--- src/rtl/switch_pkg.sv ---
// -----------------------------------------------------------------------------
// switch_pkg
//   Shared switch configuration: the default switch dimensions and the scalar
//   types sized from them. vc_allocator_rr takes its parameter defaults from
//   here, so one edit reconfigures a default-sized switch.
//
//   DEF_NUM_INPORTS / DEF_NUM_OUTPORTS / DEF_NUM_VCS / DEF_BUFFER_DEPTH
//     default switch dimensions
//   CREDIT_W   width of one per-(outport, vc) credit counter
//   vc_t, outport_t, inport_t, credit_t   index / counter types
// -----------------------------------------------------------------------------
package switch_pkg;

    localparam int DEF_NUM_INPORTS  = 4;
    localparam int DEF_NUM_OUTPORTS = 4;
    localparam int DEF_NUM_VCS      = 2;
    localparam int DEF_BUFFER_DEPTH = 4;

    // Counter must hold every value 0..BUFFER_DEPTH inclusive.
    localparam int CREDIT_W = $clog2(DEF_BUFFER_DEPTH + 1);

    typedef logic [$clog2(DEF_NUM_VCS)-1:0]      vc_t;
    typedef logic [$clog2(DEF_NUM_OUTPORTS)-1:0] outport_t;
    typedef logic [$clog2(DEF_NUM_INPORTS)-1:0]  inport_t;
    typedef logic [CREDIT_W-1:0]                 credit_t;

endpackage

--- src/rtl/rr_arbiter.sv ---
// -----------------------------------------------------------------------------
// rr_arbiter
//   Purely combinational round-robin arbiter. Picks the first asserted request
//   at or after ptr, wrapping around to index 0. The pointer register lives in
//   the caller.
//
//   req  in  [N]   request vector
//   ptr  in  [PW]  highest-priority index this cycle (must be < N)
//   gnt  out [N]   one-hot grant, all-zero when nothing requests
// -----------------------------------------------------------------------------
module rr_arbiter #(
    parameter  int N  = 4,
    localparam int PW = (N > 1) ? $clog2(N) : 1
) (
    input  logic [N-1:0]  req,
    input  logic [PW-1:0] ptr,
    output logic [N-1:0]  gnt
);

    // Two passes over constant indices: first the upper segment [ptr, N),
    // then the wrapped segment [0, ptr). The first hit wins.
    always_comb begin
        logic found;
        gnt   = '0;
        found = 1'b0;
        for (int i = 0; i < N; i++) begin
            if (!found && req[i] && (i >= int'(ptr))) begin
                gnt[i] = 1'b1;
                found  = 1'b1;
            end
        end
        for (int i = 0; i < N; i++) begin
            if (!found && req[i] && (i < int'(ptr))) begin
                gnt[i] = 1'b1;
                found  = 1'b1;
            end
        end
    end

endmodule

--- src/rtl/vc_allocator_rr.sv ---
// -----------------------------------------------------------------------------
// vc_allocator_rr
//   Switch VC allocator. Keeps a credit counter per (outport, vc) for the
//   downstream buffers, tracks which inport owns each downstream VC so packets
//   never interleave on one VC, applies dateline escalation to the requested
//   VC, and arbitrates head-flit requests round-robin per outport.
//
//   clk               in   switch clock
//   n_rst             in   asynchronous active-low reset
//   req               in   [NI]       head flit requests allocation
//   req_outport       in   [NI][OP_W] routed outport of the head flit
//   req_vc            in   [NI][VC_W] current VC of the packet
//   grant             out  [NI]       allocation granted (combinational)
//   assigned_vc       out  [NI][VC_W] downstream VC, valid with grant
//   packet_sent       in   [NO][NV]   one flit sent on (outport, vc)
//   tail_sent         in   [NO][NV]   that flit is a tail (releases the VC)
//   credit_granted    in   [NO][NV]   one credit returned from downstream
//   dateline          in   [NO]       outport crosses the dateline
//   buffer_available  out  [NO][NV]   credit count nonzero
//   credit_err        out             sticky credit underflow/overflow
// -----------------------------------------------------------------------------
module vc_allocator_rr
    import switch_pkg::*;
#(
    parameter  int NUM_INPORTS  = DEF_NUM_INPORTS,
    parameter  int NUM_OUTPORTS = DEF_NUM_OUTPORTS,
    parameter  int NUM_VCS      = DEF_NUM_VCS,
    parameter  int BUFFER_DEPTH = DEF_BUFFER_DEPTH,
    localparam int IP_W = (NUM_INPORTS  > 1) ? $clog2(NUM_INPORTS)  : 1,
    localparam int OP_W = (NUM_OUTPORTS > 1) ? $clog2(NUM_OUTPORTS) : 1,
    localparam int VC_W = $clog2(NUM_VCS),
    localparam int CW   = $clog2(BUFFER_DEPTH + 1)
) (
    input  logic                                       clk,
    input  logic                                       n_rst,
    input  logic [NUM_INPORTS-1:0]                     req,
    input  logic [NUM_INPORTS-1:0][OP_W-1:0]           req_outport,
    input  logic [NUM_INPORTS-1:0][VC_W-1:0]           req_vc,
    output logic [NUM_INPORTS-1:0]                     grant,
    output logic [NUM_INPORTS-1:0][VC_W-1:0]           assigned_vc,
    input  logic [NUM_OUTPORTS-1:0][NUM_VCS-1:0]       packet_sent,
    input  logic [NUM_OUTPORTS-1:0][NUM_VCS-1:0]       tail_sent,
    input  logic [NUM_OUTPORTS-1:0][NUM_VCS-1:0]       credit_granted,
    input  logic [NUM_OUTPORTS-1:0]                    dateline,
    output logic [NUM_OUTPORTS-1:0][NUM_VCS-1:0]       buffer_available,
    output logic                                       credit_err
);

    logic [NUM_OUTPORTS-1:0][NUM_VCS-1:0][CW-1:0]   credit_q, credit_d;
    logic [NUM_OUTPORTS-1:0][NUM_VCS-1:0]           owned_q, owned_d;
    logic [NUM_OUTPORTS-1:0][NUM_VCS-1:0][IP_W-1:0] owner_q, owner_d;
    logic [NUM_OUTPORTS-1:0][IP_W-1:0]              rr_ptr_q, rr_ptr_d;
    logic                                           credit_err_q, credit_err_d;

    logic [NUM_INPORTS-1:0][VC_W-1:0]               tvc;
    logic [NUM_INPORTS-1:0]                         eligible;
    logic [NUM_OUTPORTS-1:0][NUM_INPORTS-1:0]       arb_req;
    logic [NUM_OUTPORTS-1:0][NUM_INPORTS-1:0]       arb_gnt;

    // Target VC: a dateline crossing bumps the VC by one, saturating at the
    // top VC. Eligibility looks only at registered state, so a VC released
    // this cycle still reads as owned and cannot be re-granted until the next.
    always_comb begin
        tvc      = '0;
        eligible = '0;
        arb_req  = '0;
        for (int i = 0; i < NUM_INPORTS; i++) begin
            tvc[i] = req_vc[i];
            if (dateline[req_outport[i]] && (req_vc[i] != VC_W'(NUM_VCS - 1))) begin
                tvc[i] = req_vc[i] + VC_W'(1);
            end
            eligible[i] = req[i]
                        && !owned_q[req_outport[i]][tvc[i]]
                        && (credit_q[req_outport[i]][tvc[i]] != '0);
            for (int o = 0; o < NUM_OUTPORTS; o++) begin
                arb_req[o][i] = eligible[i] && (req_outport[i] == OP_W'(o));
            end
        end
    end

    for (genvar go = 0; go < NUM_OUTPORTS; go++) begin : g_arb
        rr_arbiter #(
            .N   (NUM_INPORTS)
        ) u_rr_arbiter (
            .req (arb_req[go]),
            .ptr (rr_ptr_q[go]),
            .gnt (arb_gnt[go])
        );
    end

    // Each inport targets exactly one outport, so OR-ing the per-outport
    // grants never merges two winners onto one inport.
    always_comb begin
        grant = '0;
        for (int o = 0; o < NUM_OUTPORTS; o++) begin
            grant = grant | arb_gnt[o];
        end
    end

    assign assigned_vc = tvc;

    always_comb begin
        for (int o = 0; o < NUM_OUTPORTS; o++) begin
            for (int v = 0; v < NUM_VCS; v++) begin
                buffer_available[o][v] = (credit_q[o][v] != '0);
            end
        end
    end

    assign credit_err = credit_err_q;

    always_comb begin
        credit_d     = credit_q;
        owned_d      = owned_q;
        owner_d      = owner_q;
        rr_ptr_d     = rr_ptr_q;
        credit_err_d = credit_err_q;

        // Credits: a send and a return in the same cycle cancel. Underflow
        // and overflow hold the count and raise the sticky error.
        for (int o = 0; o < NUM_OUTPORTS; o++) begin
            for (int v = 0; v < NUM_VCS; v++) begin
                if (packet_sent[o][v] && !credit_granted[o][v]) begin
                    if (credit_q[o][v] == '0) begin
                        credit_err_d = 1'b1;
                    end else begin
                        credit_d[o][v] = credit_q[o][v] - CW'(1);
                    end
                end else if (credit_granted[o][v] && !packet_sent[o][v]) begin
                    if (credit_q[o][v] == CW'(BUFFER_DEPTH)) begin
                        credit_err_d = 1'b1;
                    end else begin
                        credit_d[o][v] = credit_q[o][v] + CW'(1);
                    end
                end
                if (packet_sent[o][v] && tail_sent[o][v]) begin
                    owned_d[o][v] = 1'b0;
                end
            end
        end

        // Grants claim the VC and move the pointer past the winner. A grant
        // never targets a VC being released, since that VC is still owned.
        for (int o = 0; o < NUM_OUTPORTS; o++) begin
            for (int i = 0; i < NUM_INPORTS; i++) begin
                if (arb_gnt[o][i]) begin
                    owned_d[o][tvc[i]] = 1'b1;
                    owner_d[o][tvc[i]] = IP_W'(i);
                    rr_ptr_d[o]        = IP_W'((i + 1) % NUM_INPORTS);
                end
            end
        end
    end

    always_ff @(posedge clk or negedge n_rst) begin
        if (!n_rst) begin
            for (int o = 0; o < NUM_OUTPORTS; o++) begin
                for (int v = 0; v < NUM_VCS; v++) begin
                    credit_q[o][v] <= CW'(BUFFER_DEPTH);
                end
            end
            owned_q      <= '0;
            owner_q      <= '0;
            rr_ptr_q     <= '0;
            credit_err_q <= 1'b0;
        end else begin
            credit_q     <= credit_d;
            owned_q      <= owned_d;
            owner_q      <= owner_d;
            rr_ptr_q     <= rr_ptr_d;
            credit_err_q <= credit_err_d;
        end
    end

    a_tail_needs_send : assert property (
        @(posedge clk) disable iff (!n_rst)
        ((tail_sent & ~packet_sent) == '0)
    );

    for (genvar gi = 0; gi < NUM_INPORTS; gi++) begin : g_chk
        a_outport_range : assert property (
            @(posedge clk) disable iff (!n_rst)
            req[gi] |-> (32'(req_outport[gi]) < NUM_OUTPORTS)
        );
    end

endmodule

--- config.mk ---
export PLATFORM = sky130hd
export DESIGN_NAME = vc_allocator_rr
export DESIGN_NICKNAME = d
export VERILOG_FILES = /design/src/rtl/switch_pkg.sv /design/src/rtl/rr_arbiter.sv /design/src/rtl/vc_allocator_rr.sv
export SDC_FILE = /design/constraint.sdc
export NUM_CORES = 1
export LEC_CHECK = 0
export BUFFER_PORTS_ARGS = -buffer_cell sky130_fd_sc_hd__buf_2
export CORE_UTILIZATION = 50
export CTS_CLUSTER_SIZE = 25
export DETAILED_ROUTE_END_ITERATION = 16
export GPL_TIMING_DRIVEN = 0
export PLACE_DENSITY = 0.71
export SYNTH_ARGS = -nofsm -noshare
export SYNTH_HDL_FRONTEND = slang
export SYNTH_SLANG_ARGS = --single-unit
export TNS_END_PERCENT = 5
--- constraint.sdc ---
create_clock -name clk -period 4.37 [get_ports clk]
set_clock_uncertainty 0.2 [all_clocks]
set_input_delay 0.437 -clock clk [delete_from_list [all_inputs] [get_ports clk]]
set_output_delay 0.437 -clock clk [all_outputs]
set_load 0.02 [all_outputs]
# Word-level counts from Yosys, hierarchy flattened
# Cells that the tools add are included.
# totals
out_inout_bits	17
register_bits	41
elab_cells	528
# classes
reduce_logical	192
add_sub_neg	20
n_eq_ne	36
bitwise_logic	23
n_mux	204
n_lt_le_gt_ge	36
# ops
op	count
$mux W3	40
$mux W1	108
$logic_and A1 B1 Y1	104
$mux W2	36
$bmux W6 S2	4
$logic_not A1 Y1	44
$reduce_bool A3 Y1	12
$ne A2 B2 Y1 const B	16
$or A2 B2 Y2	16
$add A3 B1 Y3 const B	8
$eq A3 B3 Y1 const B	8
$logic_not A3 Y1	8
$mux W6	4
$reduce_and A3 Y1	8
$sub A3 B1 Y3 const B	8
$bmux W2 S2	4
$eq A2 B2 Y1 const B	8
$ge A1 B2 Y1 const A	8
$lt A1 B2 Y1 const A	8
$reduce_bool A2 Y1	8
$reduce_bool A4 Y1	4
$lt A2 B3 Y1 const B	4
$or A4 B4 Y4	3
$bmux W1 S2	4
9 further kinds	36

# Logic depth before layout (Yosys ltp)
# Gate-level depths: netlist of the first run.
# logic_depth
word_depth	38
ltp_mapped	11
mapped_depth_nobuf	9

# By module
# Synthesis of the first run repeated with hierarchy kept, for this count alone.
# unflattened
cells_unflattened	490
area_unflattened_um2	3995.1
# by_module_without_submodules
mod	area_each_um2	cells_each	n_inst
vc_allocator_rr	3579.7	422	1
rr_arbiter	103.8	17	4

# Worst setup path after synthesis of the first run
# No wires, ideal clock.
# synth_path
kind	in2out
startpoint	in req_outport[1] in the netlist's numbering
endpoint	out grant[2]
path_stages	10
t_required_ns	3.733
slack_ns	0.792
arrival_ns	2.941
cell_sequence	buf_2 > mux2i_1 > a22o_1 > clkbuf_1 > mux2i_1 > and4_1 > clkbuf_1 > a211o_1 > o31a_1 > or4b_1
# synth_via
elab_chain_cells	38
elab_cells_between_ends	131
classes_between	eq/ne (3); mux (43); bitwise (3); reduce/logical (82)
# synth_lines
item	line	text
from (decl)	vc_allocator_rr.sv:37	input logic [NUM_INPORTS-1:0][OP_W-1:0] req_outport,
$bmux W1 S2	vc_allocator_rr.sv:69	if (dateline[req_outport[i]] && (req_vc[i] != VC_W'(NUM_VCS - 1))) begin
$mux W1 (not written as such)	vc_allocator_rr.sv:69	
$logic_and A1 B1 Y1	vc_allocator_rr.sv:69	
$mux W1	vc_allocator_rr.sv:69	
$mux W1 (not written as such) (2 in a row)	vc_allocator_rr.sv:73	&& !owned_q[req_outport[i]][tvc[i]]
$logic_not A1 Y1	vc_allocator_rr.sv:73	
$logic_and A1 B1 Y1	vc_allocator_rr.sv:73	
$logic_and A1 B1 Y1	vc_allocator_rr.sv:74	&& (credit_q[req_outport[i]][tvc[i]] != '0);
(+18 left out)	-	
$logic_not A1 Y1	rr_arbiter.sv:33	if (!found && req[i] && (i < int'(ptr))) begin
$logic_and A1 B1 Y1 (2 in a row)	rr_arbiter.sv:33	
$mux W1	rr_arbiter.sv:33	
$logic_not A1 Y1	rr_arbiter.sv:33	
$logic_and A1 B1 Y1 (2 in a row)	rr_arbiter.sv:33	
$mux W1	rr_arbiter.sv:33	
$or A4 B4 Y4 (2 in a row)	vc_allocator_rr.sv:96	grant = grant | arb_gnt[o];
$or A4 B4 Y4 (*)	vc_allocator_rr.sv:96	
to (decl)	vc_allocator_rr.sv:39	output logic [NUM_INPORTS-1:0] grant,
# Mark *: on every way between the ends. The rest lies on a longest branch, timed or not. The select of a mux whose other input is x is not followed.

# Worst setup path after layout of the first run
# layout_path
startpoint	reg credit_q[7] in the netlist's numbering
endpoint	out grant[2]
# layout_via
elab_chain_cells	35
elab_cells_between_ends	147
classes_between	mux (48); bitwise (3); reduce/logical (96)
# layout_lines
item	line	text
from (decl)	vc_allocator_rr.sv:49	logic [NUM_OUTPORTS-1:0][NUM_VCS-1:0][CW-1:0] credit_q, credit_d;
from (signal, indexed assignment)	vc_allocator_rr.sv:159	credit_q[o][v] <= CW'(BUFFER_DEPTH);
from (signal assigned)	vc_allocator_rr.sv:167	credit_q <= credit_d;
$bmux W6 S2	vc_allocator_rr.sv:74	
$mux W6 (not written as such)	vc_allocator_rr.sv:74	
$mux W3 (not written as such) (2 in a row)	vc_allocator_rr.sv:74	
$reduce_bool A3 Y1	vc_allocator_rr.sv:74	
$logic_and A1 B1 Y1	vc_allocator_rr.sv:74	
$logic_and A1 B1 Y1	vc_allocator_rr.sv:76	arb_req[o][i] = eligible[i] && (req_outport[i] == OP_W'(o));
$logic_and A1 B1 Y1	rr_arbiter.sv:27	if (!found && req[i] && (i >= int'(ptr))) begin
$mux W1	rr_arbiter.sv:27	
(+15 left out)	-	
$logic_not A1 Y1	rr_arbiter.sv:33	
$logic_and A1 B1 Y1 (2 in a row)	rr_arbiter.sv:33	
$mux W1	rr_arbiter.sv:33	
$logic_not A1 Y1	rr_arbiter.sv:33	
$logic_and A1 B1 Y1 (2 in a row)	rr_arbiter.sv:33	
$mux W1	rr_arbiter.sv:33	
$or A4 B4 Y4 (2 in a row)	vc_allocator_rr.sv:96	
$or A4 B4 Y4 (*)	vc_allocator_rr.sv:96	
# Marked as above.

==> impl_metrics.json, run 1 <==
{
  "layout_common_cells": "buf_2 (66), inv_1 (65), nor2_1 (53)",
  "cts_buffer_depth": 2,
  "final_max_slew_viol_count": 0,
  "ys.flop_type": "dfrtp_1",
  "synth_top_area_share_pct": 18.87,
  "overflow": 0,
  "die_area_um2": 9132,
  "rsz0062_at_grt": "yes",
  "startpoint_type": "register",
  "core_um2": 8341,
  "syn_area_um2": 4377,
  "utilization_pct": 59.89,
  "drv_cap": 0,
  "root_buffer": "clkbuf_8",
  "synth_cell_types": 64,
  "max_freq_mhz": 232.1,
  "cts.sinks": 41,
  "async_reset_ff_share_pct": 100.0,
  "hold_violations": 0,
  "path_buf_inv": 1,
  "numCtsBuffers": 5,
  "ir_drop_mv": 0.2424,
  "htreeDepth": 2,
  "port-buffer-count": 57,
  "holdBufCountCts": 0,
  "antenna_cells": 0,
  "cp_slowest_stage_delay_ps": 640,
  "tightest_slew_ps": 975.7,
  "status": "finished, final reports clean",
  "fin_crit_sh_pct": 98.59,
  "grt_pass1_vias": 4303,
  "globalplace.congestion": 0.9567,
  "path_delay_family": "simple AND/OR/NAND/NOR gates",
  "io_pins": 63,
  "p_total_mw": 2.652,
  "synth_area_leaders": "dfrtp_1 (19%), mux4_2 (6.7%), inv_1 (5.6%)",
  "drtIter0Drc": 395,
  "num_rows": 33,
  "grt_start_max_net_pins": 42,
  "ys_seq_elements": 41,
  "drive_gt1_share_pct": 23.34,
  "insertion_delay_ps": 310,
  "ff2ff_setup_slack_ps": 780,
  "dr.pass1.iters": 5,
  "p_leak_nw": 2.196,
  "cp.required_ps": 3730,
  "wirelength_mm": 12.71,
  "final-setup-viol-count": 0,
  "antenna_left": 0,
  "layout_commonest_cell": "buf_2",
  "cts.clk_slew.worst_paths_ps": 90,
  "period_needed_ps": 4308,
  "die_w_um": 95.56,
  "layout-area-overhead-vs-synth_pct": 14.12,
  "tritoncts": "built",
  "drc": 0,
  "fillers": 806,
  "grt_first_pass_wirelength_mm": 20.65,
  "synth_edf_count": 0,
  "cp-end-kind": "output port",
  "grt_util_all_layers_pct": 29.54,
  "cp_data_arrival_time_ps": 3670,
  "synth-seq-area-share_pct": 23.67,
  "netlist_instances": 548,
  "hpwl_mm": 10.00,
  "antenna_found_initial": 0,
  "synth_top_cell_by_area": "dfrtp_1",
  "p_per_area_nw_per_um2": 531.0,
  "path_max_fanout": 5,
  "die_h_um": 95.56,
  "synthesis.nets": 618,
  "slew_headroom_pct": 33.27,
  "worstHoldPathType": "in -> async",
  "crit_type": "reg -> out",
  "avgSynthCellArea_um2": 7.987,
  "ys_warn_count": 0,
  "post_drt_wl_per_cell_um": 17.60,
  "via_count": 4499,
  "critical_path.cell_chain": "nor3_1 -> o32ai_1 -> a222oi_1 -> nor2_1 -> or4_1 -> o31a_1 -> or4b_1 -> buf_2",
  "start_util_pct": 52.48,
  "nets": 686,
  "avgViaCountPerCell": 6.231,
  "slowest_stage": "a222oi_1"
}
==> report_power, final <==
group | switching, mW | internal (mW)
Combinational | 0.925 | 0.657
Sequential | 0.202 | 0.592
Clock | 0.163 | 0.114
Total | 1.29 | 1.36
==> what timing repair did <==
item / CTS / global route
pin swaps: 0 / 5
resized for setup: 2 / 10
endpoints found under the setup margin: 2 / 3
buffers inserted: 0 / 7
==> layer usage <==
| metal | global-route usage (%) | share of wire (%) |
|---|---|---|
| met2 | 49.05 | 47 |
| met5 | 0 | 0 |
| met3 | 4.226 | 7.7 |
| met1 | 40.00 | 43 |
| met4 | 8.333 | 2.0 |
==> stage by stage <==
step           setup WS, ps  TNS, ps  std cells  area [um2]  hold slack [ps]
2_1_floorplan         791.9        0        548        4377           -58.59
3_3_place_gp          64.00        0        710        4793            253.5
3_5_place_dp          66.32        0        710        4793            277.9
4_1_cts               43.32        0        717        4895            126.8
5_1_grt              -11.27   -17.52        722        4995            164.9
6_report              61.53        0        722        4995            76.12
==> cell usage after synthesis, types with 4 or more instances <==
cell	instances
or2_2	18
o21ai_0	42
a211o_1	6
dfrtp_1	33
xnor2_1	8
a21oi_1	18
inv_2	4
nor2_1	53
a21boi_0	4
a22oi_1	9
a22o_1	7
nand2_1	39
o32ai_1	7
nand3_1	14
ha_1	16
o22ai_1	6
o2111ai_1	6
and2_1	4
nor3_1	16
dfstp_2	8
inv_1	65
fa_1	8
a31oi_1	9
and3_1	6
buf_2	9
mux2i_1	9
a211oi_1	5
nand2b_1	11
o211ai_1	15
mux2_2	5
clkbuf_1	14
nor2b_1	8
mux4_2	13
==> path summary, 6_finish.rpt <==
path,cells after the start,to,startpoint
hold / removal,1,credit_q[1],n_rst
setup reg to reg,8,owned_q[1],credit_q[7]
max in group asynchronous,1,rr_ptr_q[7],n_rst
min in group clk,1,credit_err,credit_err
setup / recovery,8,grant[2],credit_q[7]
hold reg to reg,1,credit_err,credit_err
==> state kept, by name, indices dropped and copies added, names as in the netlist <==
register    flops
credit_err      1
owned_q         8
credit_q       24
rr_ptr_q        8
==> cells by family after synthesis <==
family / after synthesis / synth area share, %
and+or+nand+nor: 188 / 21.38
AOI/OAI and AO/OA: 167 / 26.67
buffers and inverters: 93 / 8.405
DFF: 41 / 23.67
muxes: 27 / 10.03
adders and majority gates: 24 / 8.233
xor gates and xnor gates: 8 / 1.601
==> final cells by class <==
cell class | instances | area (um2) | area share [%]
Buffer | 21 | 97.59 | 1.954
Clock buffer | 5 | 68.82 | 1.378
Clock inverter | 3 | 21.27 | 0.4259
Inverter | 69 | 259.0 | 5.185
Multi-Input combinational cell | 414 | 3043 | 60.92
Sequential cell | 41 | 1036 | 20.74
Tap cell | 105 | 131.4 | 2.630
Timing Repair Buffer | 64 | 337.8 | 6.764
(Power assumes the default switching activity.)
==> inputs of run 2 (changes only) <==
--- a/config.mk
+++ b/config.mk
@@ -6,11 +6,13 @@
 export NUM_CORES = 1
 export LEC_CHECK = 0
 export BUFFER_PORTS_ARGS = -buffer_cell sky130_fd_sc_hd__buf_2
-export CORE_UTILIZATION = 50
+export CELL_PAD_IN_SITES_DETAIL_PLACEMENT = 1
+export CELL_PAD_IN_SITES_GLOBAL_PLACEMENT = 1
+export CORE_UTILIZATION = 44
 export CTS_CLUSTER_SIZE = 25
 export DETAILED_ROUTE_END_ITERATION = 16
 export GPL_TIMING_DRIVEN = 0
-export PLACE_DENSITY = 0.71
+export PLACE_DENSITY_LB_ADDON = 0.1
 export SYNTH_ARGS = -nofsm -noshare
 export SYNTH_HDL_FRONTEND = slang
 export SYNTH_SLANG_ARGS = --single-unit
==> run 2 against run 1 <==
Global-route usage fell by 0.16 points. Routed wire length is 16% higher. Clock-buffer cell count grew 2. Setup slack better by 31 ps. Die area up 13%. Via count rose by 2.3%. First-iteration DRC count fell by 31%. Critical path type is now in -> out. Largest cell class unchanged.
==> impl_metrics.json, run 2 (synthesis results as in run 1) <==
{
  "status": "finished, final reports clean",
  "cts_buffer_depth": 2,
  "antenna_cells": 0,
  "layout_common_cells": "buf_2 (66), inv_1 (65), nor2_1 (53)",
  "die_w_um": 101.7,
  "grt_start_max_net_pins": 42,
  "p_comb_share_pct": 59.4,
  "pwr-share-seq_pct": 30.6,
  "antenna_left": 0,
  "numCtsBuffers": 5,
  "slowest_stage": "clkbuf_1",
  "nets": 683,
  "hold_violations": 0,
  "cp_slowest_stage_delay_ps": 480,
  "fin_crit_sh_pct": 97.88,
  "antenna_found_initial": 0,
  "io_pins": 63,
  "htreeDepth": 2,
  "cp.required_ps": 3730,
  "root_buffer": "clkbuf_8",
  "period_needed_ps": 4277,
  "crit_type": "in -> out",
  "worstHoldPathType": "in -> async",
  "finalSetupTns_ps": 0,
  "wirelength_mm": 14.78,
  "cts.clk_slew.worst_paths_ps": 80,
  "critical_path.cell_chain": "buf_2 -> mux2i_1 -> a22o_1 -> clkbuf_1 -> mux2i_2 -> and4_2 -> a211o_1 -> o31a_1 -> or4b_1 -> buf_2",
  "layout-area-overhead-vs-synth_pct": 14.38,
  "startpoint_type": "input port",
  "final_max_slew_viol_count": 0,
  "start_util_pct": 45.19,
  "hpwl_mm": 11.58,
  "avgViaCountPerCell": 6.159,
  "rsz0062_at_grt": "no",
  "p_int_mw": 1.354,
  "via_count": 4601,
  "final-setup-viol-count": 0,
  "regMostFlops": "credit_q",
  "ir_drop_mv": 0.2129,
  "fillers": 1235,
  "path_max_fanout": 10,
  "die_area_um2": 10350,
  "holdBufCountCts": 0,
  "core_um2": 9684,
  "finalWorstSetupSlack_ps": 92.84,
  "p_leak_nw": 2.190,
  "grt_util_all_layers_pct": 29.37,
  "hold_ws_ps": 80.63,
  "p_switching_mw": 1.318,
  "switching_share_pct": 49.32,
  "slew_headroom_pct": 31.88,
  "power_frac_clock_pct": 10.0,
  "layout_commonest_cell": "buf_2",
  "globalplace.congestion": 0.9420,
  "post_drt_wl_per_cell_um": 19.78,
  "dr.pass1.iters": 5,
  "tritoncts": "built",
  "drtIter0Drc": 274,
  "crit_top_cell": "buf_2",
  "insertion_delay_ps": 320,
  "tightest_slew_ps": 1022,
  "drive_gt1_share_pct": 22.96,
  "utilization_pct": 51.69,
  "cts.sinks": 41,
  "overflow": 0,
  "grt_pass1_vias": 4516,
  "num_rows": 36,
  "max_freq_mhz": 233.8,
  "p_per_area_nw_per_um2": 533.8,
  "port-buffer-count": 57,
  "cp_data_arrival_time_ps": 3640,
  "grt_first_pass_wirelength_mm": 23.05,
  "die_h_um": 101.7,
  "drc": 0,
  "drv_cap": 0,
  "reg_top3": "credit_q x24, owned_q x8, rr_ptr_q x8",
  "cp-end-kind": "output port",
  "largest_reg_flops": 24,
  "place_ws_ps": -134.7
}
==> run 2: changes by cell type in the layout (fill, tap and decap cells not counted) <==
| cell | change |
|---|---|
| clkinvlp_4 | -1 |
| inv_6 | -1 |
| o21ai_1 | -1 |
| a21oi_1 | +1 |
| o21ai_2 | +1 |
| buf_4 | -1 |
| a21oi_2 | -1 |
==> run 2: timing repair <==
item | in CTS | in global routing
cloned | 0 | 0
gates resized for setup | 6 | 6
setup buffers | 0 | 6
endpoints found under the setup margin | 3 | 3
pin swaps | 0 | 4
hold endpoints to repair | 0 | 0
==> run 2: worst max-delay path, delay by kind of cell <==
family                 cells  cell delay (ps)
buffers and inverters      3              920
muxes                      2              720
and+or+nand+nor            2              910
AOI/OAI and AO/OA          3              650
==> run 2: stage by stage <==
| step | instances | area (um2) | power [mW] |
|---|---|---|---|
| CTS | 745 | 4940 | 2.628 |
| detailed placement | 738 | 4828 | 2.336 |
| finish | 747 | 5006 | 2.672 |
| global route | 747 | 5006 | 2.892 |
| global placement | 738 | 4828 | 2.251 |
| floorplan | 548 | 4377 | 1.881 |
==> run 2: layout make-up <==
class / instances / area (um2) / area share, %
timing repair buffer: 63 / 330.3 / 6.598
inverter: 69 / 259.0 / 5.174
sequential: 41 / 1036 / 20.69
multi-input combinational: 414 / 3043 / 60.78
buffer: 19 / 90.09 / 1.800
tap: 133 / 166.4 / 3.324
clock inverter: 1 / 5.005 / 0.09998
clock buffer: 7 / 76.32 / 1.525
==> run 2: layer usage <==
layer,up-vias,global-route usage [%],part of all wire (%)
met4,0,10.81,3.7
met3,45,4.072,5.3
met1,2280,37.55,43
met5,-,0,0
met2,158,50.42,48
li1,2118,-,-
==> run 2: final timing paths <==
path                                 from          end  cells past startpoint  slack (ps)
max                        req_outport[1]     grant[2]                     10          90
min                                 n_rst   credit_err                      1          80
max reg2reg                   credit_q[7]   owned_q[1]                      8         880
min reg2reg                    credit_err   credit_err                      1         290
max in group asynchronous           n_rst  rr_ptr_q[2]                      1        3240
min in group clk               credit_err   credit_err                      1         290
==> run 2: power by group through the flow <==
stage / Combinational (mW) / Sequential [mW] / Clock, mW
CTS: 1.58 / 0.777 / 0.270
floorplan: 1.16 / 0.722 / 0
global placement: 1.48 / 0.770 / 0
global route: 1.76 / 0.851 / 0.283
detailed placement: 1.55 / 0.785 / 0
finish: 1.59 / 0.818 / 0.267
